===== src/rtl/mem_stage_lsu.sv =====
// Memory stage load/store unit.
// Issues one aligned data-memory access per load/store and holds the pipeline with stall_o
// until the memory acknowledges. Misaligned accesses are dropped and flagged for one cycle.
// Ports:
//   clk, rst             clock, asynchronous active-low reset
//   wb_*_i, inst_i, pc_i upstream writeback fields (wb_data_i doubles as the access address)
//   difftest_flush_i     difftest flush tag, passed through
//   mem_*_i              load/store controls, right-aligned size mask and store data
//   dmem_*_o / dmem_*_i  registered memory request, ack and read data
//   stall_o              upstream hold request
//   misalign_o           one-cycle misaligned-access flag
//   wb_*_o, inst_o, pc_o, difftest_flush_o  registered writeback outputs
module mem_stage_lsu (
    input  logic        clk,
    input  logic        rst,
    input  logic [63:0] wb_data_i,
    input  logic [4:0]  wb_addr_i,
    input  logic        wb_en_i,
    input  logic [31:0] inst_i,
    input  logic [63:0] pc_i,
    input  logic        difftest_flush_i,
    input  logic        mem_is_signed_i,
    input  logic        mem_r_en_i,
    input  logic        mem_w_en_i,
    input  logic [7:0]  mem_mask_i,
    input  logic [63:0] mem_wr_data_i,
    output logic        dmem_req_o,
    output logic        dmem_we_o,
    output logic [63:0] dmem_addr_o,
    output logic [7:0]  dmem_wmask_o,
    output logic [63:0] dmem_wdata_o,
    input  logic        dmem_ack_i,
    input  logic [63:0] dmem_rdata_i,
    output logic        stall_o,
    output logic        misalign_o,
    output logic [63:0] wb_data_o,
    output logic [4:0]  wb_addr_o,
    output logic        wb_en_o,
    output logic [31:0] inst_o,
    output logic [63:0] pc_o,
    output logic        difftest_flush_o
);

    // StDone is a one-cycle marker after an ack; it behaves exactly like StIdle.
    typedef enum logic [1:0] {StIdle, StReq, StDone} state_e;
    state_e state_q, state_d;

    logic        access, is_store, is_load, misaligned;
    logic [2:0]  off;
    logic [15:0] mask_shift;
    logic [63:0] rshift, load_result;
    logic        stall, misal;

    logic        req_d, we_d;
    logic [63:0] addr_d, wdata_d;
    logic [7:0]  wmask_d;
    logic [63:0] wb_data_d, pc_d;
    logic [4:0]  wb_addr_d;
    logic        wb_en_d, flush_d;
    logic [31:0] inst_d;

    assign access     = mem_r_en_i | mem_w_en_i;
    assign is_store   = mem_w_en_i;             // store wins when both are set
    assign is_load    = mem_r_en_i & ~mem_w_en_i;
    assign off        = wb_data_i[2:0];
    assign mask_shift = {8'h00, mem_mask_i} << off;
    assign misaligned = |mask_shift[15:8];      // lanes spill past the 8-byte word

    assign rshift = dmem_rdata_i >> {off, 3'b000};

    always_comb begin
        load_result = rshift;
        case (mem_mask_i)
            8'h01: load_result = mem_is_signed_i ? {{56{rshift[7]}}, rshift[7:0]}
                                                 : {56'h0, rshift[7:0]};
            8'h03: load_result = mem_is_signed_i ? {{48{rshift[15]}}, rshift[15:0]}
                                                 : {48'h0, rshift[15:0]};
            8'h0F: load_result = mem_is_signed_i ? {{32{rshift[31]}}, rshift[31:0]}
                                                 : {32'h0, rshift[31:0]};
            default: load_result = rshift;
        endcase
    end

    // State register
    always_ff @(posedge clk or negedge rst) begin
        if (!rst) state_q <= StIdle;
        else      state_q <= state_d;
    end

    // Next state
    always_comb begin
        state_d = state_q;
        case (state_q)
            StReq:   if (dmem_ack_i) state_d = StDone;
            default: state_d = (access && !misaligned) ? StReq : StIdle;
        endcase
    end

    // Outputs and next values of the registered interfaces
    always_comb begin
        stall   = 1'b0;
        misal   = 1'b0;
        req_d   = dmem_req_o;
        we_d    = dmem_we_o;
        addr_d  = dmem_addr_o;
        wmask_d = dmem_wmask_o;
        wdata_d = dmem_wdata_o;
        case (state_q)
            StReq: begin
                stall = ~dmem_ack_i;
                if (dmem_ack_i) begin
                    req_d   = 1'b0;
                    we_d    = 1'b0;
                    addr_d  = 64'h0;
                    wmask_d = 8'h00;
                    wdata_d = 64'h0;
                end
            end
            default: begin
                req_d   = 1'b0;
                we_d    = 1'b0;
                addr_d  = 64'h0;
                wmask_d = 8'h00;
                wdata_d = 64'h0;
                if (access && misaligned) begin
                    misal = 1'b1;
                end else if (access) begin
                    stall   = 1'b1;
                    req_d   = 1'b1;
                    we_d    = is_store;
                    addr_d  = {wb_data_i[63:3], 3'b000};
                    wmask_d = is_store ? mask_shift[7:0] : 8'h00;
                    wdata_d = mem_wr_data_i << {off, 3'b000};
                end
            end
        endcase

        if (stall) begin
            wb_data_d = 64'h0;
            wb_addr_d = 5'h0;
            wb_en_d   = 1'b0;
            inst_d    = 32'h0;
            pc_d      = 64'h0;
            flush_d   = 1'b0;
        end else begin
            // Only a completing load replaces the ALU result.
            wb_data_d = (is_load && state_q == StReq) ? load_result : wb_data_i;
            wb_addr_d = wb_addr_i;
            wb_en_d   = wb_en_i & ~misal;
            inst_d    = inst_i;
            pc_d      = pc_i;
            flush_d   = difftest_flush_i;
        end
    end

    // Combinational flags are forced low while reset is held.
    assign stall_o    = rst & stall;
    assign misalign_o = rst & misal;

    always_ff @(posedge clk or negedge rst) begin
        if (!rst) begin
            dmem_req_o       <= 1'b0;
            dmem_we_o        <= 1'b0;
            dmem_addr_o      <= 64'h0;
            dmem_wmask_o     <= 8'h00;
            dmem_wdata_o     <= 64'h0;
            wb_data_o        <= 64'h0;
            wb_addr_o        <= 5'h0;
            wb_en_o          <= 1'b0;
            inst_o           <= 32'h0;
            pc_o             <= 64'h0;
            difftest_flush_o <= 1'b0;
        end else begin
            dmem_req_o       <= req_d;
            dmem_we_o        <= we_d;
            dmem_addr_o      <= addr_d;
            dmem_wmask_o     <= wmask_d;
            dmem_wdata_o     <= wdata_d;
            wb_data_o        <= wb_data_d;
            wb_addr_o        <= wb_addr_d;
            wb_en_o          <= wb_en_d;
            inst_o           <= inst_d;
            pc_o             <= pc_d;
            difftest_flush_o <= flush_d;
        end
    end

endmodule


===== config.mk =====
export PLATFORM = sky130hd
export DESIGN_NAME = mem_stage_lsu
export DESIGN_NICKNAME = d
export VERILOG_FILES = /design/src/rtl/mem_stage_lsu.sv
export SDC_FILE = /design/constraint.sdc
export NUM_CORES = 1
export LEC_CHECK = 0
export ABC_AREA = 1
export CORE_AREA = 2 2 237 239
export CTS_BUF_LIST = sky130_fd_sc_hd__clkbuf_8
export CTS_CLUSTER_DIAMETER = 150
export DETAILED_ROUTE_END_ITERATION = 16
export DIE_AREA = 0 0 239 241
export RECOVER_POWER = 25
export SYNTH_ARGS = -nofsm -noshare
export SYNTH_HDL_FRONTEND = slang
export SYNTH_SLANG_ARGS = --single-unit

===== constraint.sdc =====
create_clock -name clk -period 2.55 [get_ports clk]
set_input_delay 0.51 -clock clk [delete_from_list [all_inputs] [get_ports clk]]
set_output_delay 0.51 -clock clk [all_outputs]
set_load 0.03 [all_outputs]

==> results of run 1 <==
## what timing repair did
action	4_1_cts	5_1_grt
buffers inserted	0	3
gates resized for setup	10	11
cloned	0	0
hold endpoints to repair	27	0
endpoints found under the setup margin	2	2
hold buffers	1	0
pin swaps	1	7
## worst max-delay path, cell delays in order
cell	delay, ns
clkdlybuf4s50_1	0.43
nand2_1	0.08
nand2_1	0.07
o21ai_1	0.19
nand2_1	0.10
o21ai_2	0.19
nand3_4	0.12
a21oi_4	0.17
buf_6	0.14
## layer usage
| layer | global-route usage | wire, um | vias up |
|---|---|---|---|
| met2 | 0.4107 | 34420 | 768 |
| met3 | 0.08464 | 7347 | 160 |
| met5 | 0 | 264 | - |
| li1 | - | - | 7855 |
| met1 | 0.2733 | 26680 | 7740 |
| met4 | 0.09091 | 2499 | 40 |
## logic make-up after synthesis
| kind of cell | Yosys count | share of synthesized area |
|---|---|---|
| compound gates | 279 | 0.09906 |
| buf+inv | 331 | 0.09013 |
| flops | 303 | 0.4965 |
| mux | 10 | 0.006555 |
| other cells | 1 | 0.0002456 |
| simple gates | 1187 | 0.3075 |
## power by group
| part | switching, mW | internal (mW) |
|---|---|---|
| clock | 2.16 | 2.71 |
| sequential | 0.184 | 5.28 |
| combinational | 2.69 | 1.77 |
## flip-flops by register name, indices dropped and copies added (netlist names)
name and flops:
difftest_flush_o 1, wb_addr_o 5, dmem_wdata_o 64, wb_en_o 1
inst_o 32, dmem_wmask_o 8, dmem_we_o 1, dmem_addr_o 61
wb_data_o 64, pc_o 64, state_q 2
## layout make-up
class                   count  area share
flip-flops and latches    303      0.3189
repair buffers            704      0.2974
multi-input cells        1479      0.2686
clock buffers              65     0.03763
well taps                 704     0.03705
inverters                 184     0.02931
clock inverters            28    0.009998
diodes                     10    0.001052
## worst paths after layout
check | from | to | slack [ns]
max | mem_mask_i[1] | stall_o | 0.05
min | rst | dmem_addr_o[24] | 0.33
max reg2reg | state_q[0] | wb_data_o[1] | 0.40
min reg2reg | dmem_wmask_o[2] | dmem_wmask_o[2] | 0.48
max in group asynchronous | rst | pc_o[45] | 0.36
min in group clk | wb_addr_i[0] | wb_addr_o[0] | 0.37
## cell usage after synthesis, types with 2 or more instances
master / number
nand4_1: 17
o211ai_1: 24
nand3_1: 134
a21oi_1: 31
dfrtp_1: 303
nand2_1: 711
inv_2: 2
a31oi_1: 10
inv_1: 180
nor2_1: 309
buf_2: 32
mux2i_1: 10
buf_6: 6
buf_4: 13
clkbuf_1: 75
clkinv_1: 2
nor3_1: 11
o22ai_1: 3
o31ai_1: 3
o221ai_1: 5
o21ai_0: 199
buf_1: 21
or2_2: 2
## through the flow
| stage | setup TNS, ns | area (sq um) | instances | power, mW |
|---|---|---|---|---|
| finish | 0 | 23780 | 3477 | 14.79 |
| global route | 0 | 23760 | 3472 | 15.46 |
| CTS | 0 | 23720 | 3464 | 14.97 |
| detailed placement | -10.26 | 22550 | 3370 | 10.01 |
| global placement | -8.740 | 22550 | 3370 | 9.977 |
| floorplan | 0 | 15280 | 2113 | 7.666 |
==> results_dict.tcl, run 1 <==
set metrics [dict create \
    end_kind "primary output" \
    drt-total-wl_um 71210 \
    clock-root-buffer "clkbuf_8" \
    yosys_warnings 0 \
    cts.sinks 303 \
    cts.clk_slew.worst_paths_ns 0.06 \
    yosysSeqAreaShare 0.4965 \
    drtAntennaViolNets 0 \
    slew_headroom -0.07548 \
    insertion_delay_ns 0.66 \
    antenna_found_initial 31 \
    grt_pass1_wl_um 102600 \
    hp-class "primary input to asynchronous set/reset pin" \
    whs_ns 0.3250 \
    fillers 5564 \
    portBuffers 612 \
    die_w_um 239 \
    setup_viol 0 \
    ir_worst_vdd_v 0.0004753 \
    cts_made_buffers 55 \
    async_flop_share 1.000 \
    syn_inst 2111 \
    viasPerCell 4.764 \
    grt_pass1_vias 16230 \
    p_per_area_nw_per_um2 621.8 \
    hold_viol 0 \
    synth-seq-cells 303 \
    yosys.area.top_type "dfrtp_1" \
    start_kind "primary input" \
    failed_checks "slew limit" \
    crit_fanout 3 \
    fin_skew_ns 0.02660 \
    final_cell_mix "nand2_1, clkdlybuf4s50_1, nor2_1, dfrtp_1, o21ai_0" \
    drv_cap 0 \
    seq_area_sq_um 7582 \
    timing.final.crit_share 0.9822 \
    synth_enable_flop_cells 0 \
    grtUsageTotal 0.2392 \
    ios 616 \
    fin_ws_ns 0.04551 \
    synth_top_cells_by_area "dfrtp_1, nand2_1, nor2_1, o21ai_0, inv_1" \
    htree_levels 2 \
    worstSetupPathType "primary input to primary output" \
    fmax_mhz 399.3 \
    fin_util 0.4333 \
    critPathRequiredTime_ns 2.04 \
    period_needed_ns 2.504 \
    critPathArrivalTime_ns 1.99 \
    worstMarginPinSlew_ns 1.613 \
    rsz0062_at_grt "no" \
    rr_worst_depth 8 \
    slew_viol_final 163 \
    dp_hpwl_um 54800 \
    avgSynthCellArea_sq_um 7.234 \
    via_count 16560 \
    die_h_um 241 \
    grt_max_degree 167 \
    clockBufferDepth 3 \
    gp_congestion 0.9334 \
    final_common_cell "nand2_1" \
    drtIter0Drc 1413 \
    leakage_nw 11.53 \
    firstDrtPassIters 7 \
    drive_gt1_frac 0.07094 \
    synth_flop_cell "dfrtp_1" \
    die_area_sq_um 57600 \
    yosysTopAreaCellShare 0.4965 \
    ys_types 31 \
    syn_to_final_growth_pct 55.70 \
    pre_cts_ws_ns -0.2195 \
    multiInputGateArea_sq_um 6387 \
    route.detailed.wl_per_inst_um 20.48 \
    outcome "finished with violations" \
    syn_area_sq_um 15270 \
    initial_utilization 0.2783 \
    drcViolationCount 0 \
    num_rows 86 \
    overflow 0 \
    fin_nets 3036 \
    core_area_sq_um 54880 \
    cts_tree "yes" \
]
No activity file was read; power rests on OpenSTA's default activity.
==> inputs of run 2 (changes only) <==
PLACE_DENSITY = 0.62   (was not set)
==> results_dict.tcl, run 2 (same netlist as run 1, synthesis figures left out) <==
set metrics [dict create \
    die_area_sq_um 57600 \
    clockBufferDepth 3 \
    viasPerCell 4.780 \
    cts.clk_slew.worst_paths_ns 0.06 \
    htree_levels 2 \
    drtAntennaViolNets 0 \
    rsz0062_at_grt "no" \
    num_rows 86 \
    outcome "finished with violations" \
    hold_viol 0 \
    hp-class "primary input to register" \
    antenna_found_initial 20 \
    ios 616 \
    syn_to_final_growth_pct 54.37 \
    fin_ws_ns 0.1091 \
    slew_viol_final 49 \
    fin_skew_ns 0.02415 \
    die_h_um 241 \
    die_w_um 239 \
    hold_path_depth 3 \
    portBuffers 612 \
    firstDrtPassIters 6 \
    regToRegSetupSlack_ns 0.77 \
    design_area_sq_um 23570 \
    end_kind "primary output" \
    gp_congestion 0.9025 \
    start_kind "primary input" \
    drt-total-wl_um 72890 \
    route.detailed.wl_per_inst_um 21.13 \
    reg_top3 "dmem_wdata_o (64), pc_o (64), wb_data_o (64)" \
    critPathRequiredTime_ns 2.04 \
    reg2reg_from "state_q[0]" \
    placed_cell_area_sq_um 22350 \
    grt_pass1_wl_um 104500 \
    worstSetupPathType "primary input to primary output" \
    grtUsageTotal 0.2439 \
    r2r_end "wb_data_o[15]" \
    fin_util 0.4296 \
    rr_worst_depth 7 \
    crit_fanout 3 \
    failed_checks "capacitance limit, slew limit" \
    cts_made_buffers 55 \
    core_area_sq_um 54880 \
    drtIter0Drc 1442 \
    pre_cts_ws_ns -0.1101 \
    final_common_cell "nand2_1" \
    fmax_mhz 409.7 \
    p_per_area_nw_per_um2 624.1 \
    clock-root-buffer "clkbuf_8" \
    critPathArrivalTime_ns 1.93 \
    fin_nets 3006 \
    grt_max_degree 137 \
    final_cell_mix "nand2_1, clkdlybuf4s50_1, nor2_1, dfrtp_1, o21ai_0" \
    timing.final.crit_share 0.9572 \
    initial_utilization 0.2783 \
    worstMarginPinSlew_ns 1.544 \
    via_count 16490 \
    insertion_delay_ns 0.65 \
    tns_ns 0 \
    hold_end "pc_o[59]" \
    cts.sinks 303 \
    cts_tree "yes" \
    slew_headroom -0.02913 \
    total_power_mw 14.71 \
    drive_gt1_frac 0.06316 \
    ir_worst_vdd_v 0.0003106 \
    leakage_nw 11.40 \
    overflow 0 \
    dp_hpwl_um 56500 \
    setup_viol 0 \
    drv_cap 1 \
    min-delay-start "pc_i[59]" \
    grt_pass1_vias 16180 \
    period_needed_ns 2.441 \
    fillers 5525 \
    drcViolationCount 0 \
]
## run 2: worst max path at each step
stage | startpoint | endpoint | slack [ns] | cells past startpoint
CTS | mem_mask_i[5] | misalign_o | 0.004 | 12
finish | mem_mask_i[6] | stall_o | 0.11 | 9
global route | mem_mask_i[6] | misalign_o | 0.008 | 10
global placement | mem_mask_i[7] | wb_data_o[61] | -0.14 | 14
floorplan | wb_data_i[0] | stall_o | 0.15 | 9
detailed placement | mem_mask_i[6] | pc_o[28] | -0.11 | 11
## run 2: area by class of cell
class                   instances  area, sq um  share of cell area
flip-flops and latches        303         7582              0.3216
repair buffers                674         6839              0.2901
multi-input cells            1479         6394              0.2712
clock buffers                  72        991.0             0.04204
well taps                     704        880.8             0.03737
inverters                     184        700.7             0.02972
clock inverters                27        168.9            0.007165
diodes                          7        17.52           0.0007431
## run 2: stage by stage
| stage | instances | hold WS (ns) |
|---|---|---|
| floorplan | 2113 | 0.2144 |
| global placement | 3341 | 0.4643 |
| detailed placement | 3341 | 0.4644 |
| CTS | 3441 | 0.3050 |
| global route | 3445 | 0.3381 |
| finish | 3450 | 0.3760 |
## run 2: critical path, stage by stage
cell and delay [ns]:
clkdlybuf4s50_1 0.45, o21ai_2 0.16, nand2_1 0.08, nand2_1 0.08
nand2_1 0.07, o21ai_2 0.19, nand3_4 0.10, a21oi_4 0.15
buf_6 0.15
## run 2: report_power, final
group          total [mW]  switching [mW]  internal, mW
Sequential           5.46           0.185          5.28
Clock                4.82            2.18          2.64
Combinational        4.43            2.71          1.72
Total                14.7            5.08          9.64
## run 2: repair_timing
item,in CTS,in global routing
setup buffers,0,2
pin swaps,1,2
gates resized for setup,12,10
endpoints found under the hold margin,46,0
endpoints found under the setup margin,2,2
hold buffers,1,0
## run 2: routing by layer
layer  track usage  up-vias  share of wire
li1              -     7807              -
met1        0.2755     7750           0.37
met2        0.4299      756           0.50
met3       0.07858      151          0.091
met4       0.09015       26          0.037
met5             0        -         0.0024
==> inputs of run 3 (changes only) <==
ABC_CLOCK_PERIOD_IN_PS = 2550   (was not set)
CTS_CLUSTER_DIAMETER = 60   (was 150)
PLACE_DENSITY = 0.66   (was 0.62)
==> results_dict.tcl, run 3 (same netlist as run 1, synthesis figures left out) <==
set metrics [dict create \
    die_area_sq_um 57600 \
    start_kind "primary input" \
    firstDrtPassIters 7 \
    p_per_area_nw_per_um2 622.5 \
    die_w_um 239 \
    failed_checks "capacitance limit, slew limit" \
    regToRegSetupSlack_ns 0.70 \
    worstMarginPinSlew_ns 1.734 \
    endpoint "stall_o" \
    cts.sinks 303 \
    drive_gt1_frac 0.07197 \
    leakage_nw 11.52 \
    critPathArrivalTime_ns 1.94 \
    outcome "finished with violations" \
    crit_fanout 2 \
    clockBufferDepth 3 \
    dp.cells 3368 \
    reg_top3 "dmem_wdata_o (64), pc_o (64), wb_data_o (64)" \
    die_h_um 241 \
    fin_skew_ns 0.02941 \
    cts.clk_slew.worst_paths_ns 0.06 \
    ir_worst_vdd_v 0.0003454 \
    rsz0062_at_grt "no" \
    insertion_delay_ns 0.65 \
    dp_hpwl_um 55260 \
    wl_met3_um 6654 \
    grt_max_degree 137 \
    period_needed_ns 2.446 \
    cp_num_buf_inv 2 \
    grtUsageTotal 0.2368 \
    drtIter0Drc 1297 \
    timing.final.crit_share 0.9593 \
    clock-root-buffer "clkbuf_8" \
    gp_congestion 0.9325 \
    wl_met1_um 26900 \
    overflow 0 \
    grt_pass1_wl_um 100600 \
    grt_pass1_vias 15450 \
    crit_chain "clkdlybuf4s50_1 -> nand2_1 -> nand2_1 -> o21ai_1 -> nand2_1 -> o21ai_2 -> nand3_4 -> a21oi_2 -> buf_6" \
    drtAntennaViolNets 0 \
    slew_headroom -0.1562 \
    fin_nets 3034 \
    end_kind "primary output" \
    cts_made_buffers 56 \
    fmax_mhz 408.8 \
    routed.top_layer "met5" \
    cp_common_cell "nand2_1" \
    portBuffers 612 \
    setup_viol 0 \
    final_cells 3480 \
    htree_levels 2 \
    via_count 16270 \
    rr_worst_depth 7 \
    worst_path_max_delay_cell "clkdlybuf4s50_1" \
    drt-total-wl_um 70980 \
    wl_met2_um 35690 \
    drcViolationCount 0 \
    reg2reg_from "state_q[0]" \
    slew_viol_final 125 \
    core_area_sq_um 54880 \
    syn_to_final_growth_pct 55.53 \
    hold_viol 0 \
    critPathRequiredTime_ns 2.04 \
    hp-class "primary input to register" \
    final_common_cell "nand2_1" \
    fin_util 0.4328 \
    r2r_end "dmem_addr_o[8]" \
    max_stage_delay_ns 0.44 \
    num_rows 86 \
    drv_cap 1 \
    route.detailed.wl_per_inst_um 20.40 \
    fillers 5484 \
    ios 616 \
    cp.depth 9 \
    cpLargestDelayFamily "buffers and inverters" \
    final_cell_mix "nand2_1, clkdlybuf4s50_1, nor2_1, dfrtp_1, o21ai_0" \
    startpoint "mem_mask_i[1]" \
    initial_utilization 0.2783 \
    worstSetupPathType "primary input to primary output" \
    antenna_found_initial 21 \
    viasPerCell 4.674 \
    cts_tree "yes" \
]
run 3: changes by cell type in the layout (fill, tap and decap cells not counted), moves of 3 or more:
cell	delta
nand2_2	+3
buf_4	+28
clkbuf_4	+3
nand2_1	-3
diode_2	+4
run 3: final cells by class:
cell class	count	area, sq um	area share
Sequential cell	303	7582	0.3192
Timing Repair Buffer	701	7030	0.2960
Multi-Input combinational cell	1479	6377	0.2685
Clock buffer	70	963.4	0.04056
Tap cell	704	880.8	0.03709
Inverter	184	695.7	0.02929
Clock inverter	28	192.7	0.008113
Antenna cell	11	27.53	0.001159
run 3: report_power, final:
part | switching [mW] | leakage, nW | internal [mW] | total, mW
sequential | 0.185 | 3.91 | 5.28 | 5.46
clock | 2.18 | 0.647 | 2.67 | 4.85
combinational | 2.68 | 6.97 | 1.78 | 4.47
run 3: per-stage QoR:
step	setup TNS (ns)	total power [mW]	setup slack, ns	hold slack [ns]	cell area (sq um)
6_report	0	14.79	0.1038	0.3871	23750
5_1_grt	0	15.44	0.008336	0.3570	23740
4_1_cts	0	14.97	0.02645	0.3354	23720
3_5_place_dp	-0.3059	10.04	-0.04389	0.4636	22540
3_3_place_gp	-0.4690	10.03	-0.05466	0.4627	22540
2_1_floorplan	0	7.666	0.1531	0.2144	15280
run 3: metal layers:
layer | GRT usage | up-vias
met3 | 0.06977 | 99
met5 | 0 | -
li1 | - | 7850
met4 | 0.06231 | 20
met2 | 0.4198 | 767
met1 | 0.2791 | 7529
run 3: how the worst min path moves through the flow:
| stage | from | endpoint | slack, ns | cells past startpoint |
|---|---|---|---|---|
| after floorplan | rst | difftest_flush_o | 0.21 | 0 |
| after global placement | dmem_we_o | dmem_we_o | 0.46 | 2 |
| after detailed placement | dmem_wdata_o[53] | dmem_wdata_o[53] | 0.46 | 2 |
| after CTS | inst_i[30] | inst_o[30] | 0.34 | 3 |
| after global routing | pc_i[0] | pc_o[0] | 0.36 | 3 |
| final | inst_i[30] | inst_o[30] | 0.39 | 3 |
run 3: tightest hold or removal path, cell delays in order:
cell and delay [ns]:
clkdlybuf4s50_1 0.39, inv_1 0.05, nor2_1 0.03
run 3: repair_timing:
item / 4_1_cts / 5_1_grt
setup endpoints to repair: 2 / 2
endpoints found under the hold margin: 100 / 0
hold buffers: 1 / 0
resized for setup: 7 / 12
pin swaps: 3 / 3
gates cloned: 0 / 0
setup buffers: 1 / 1
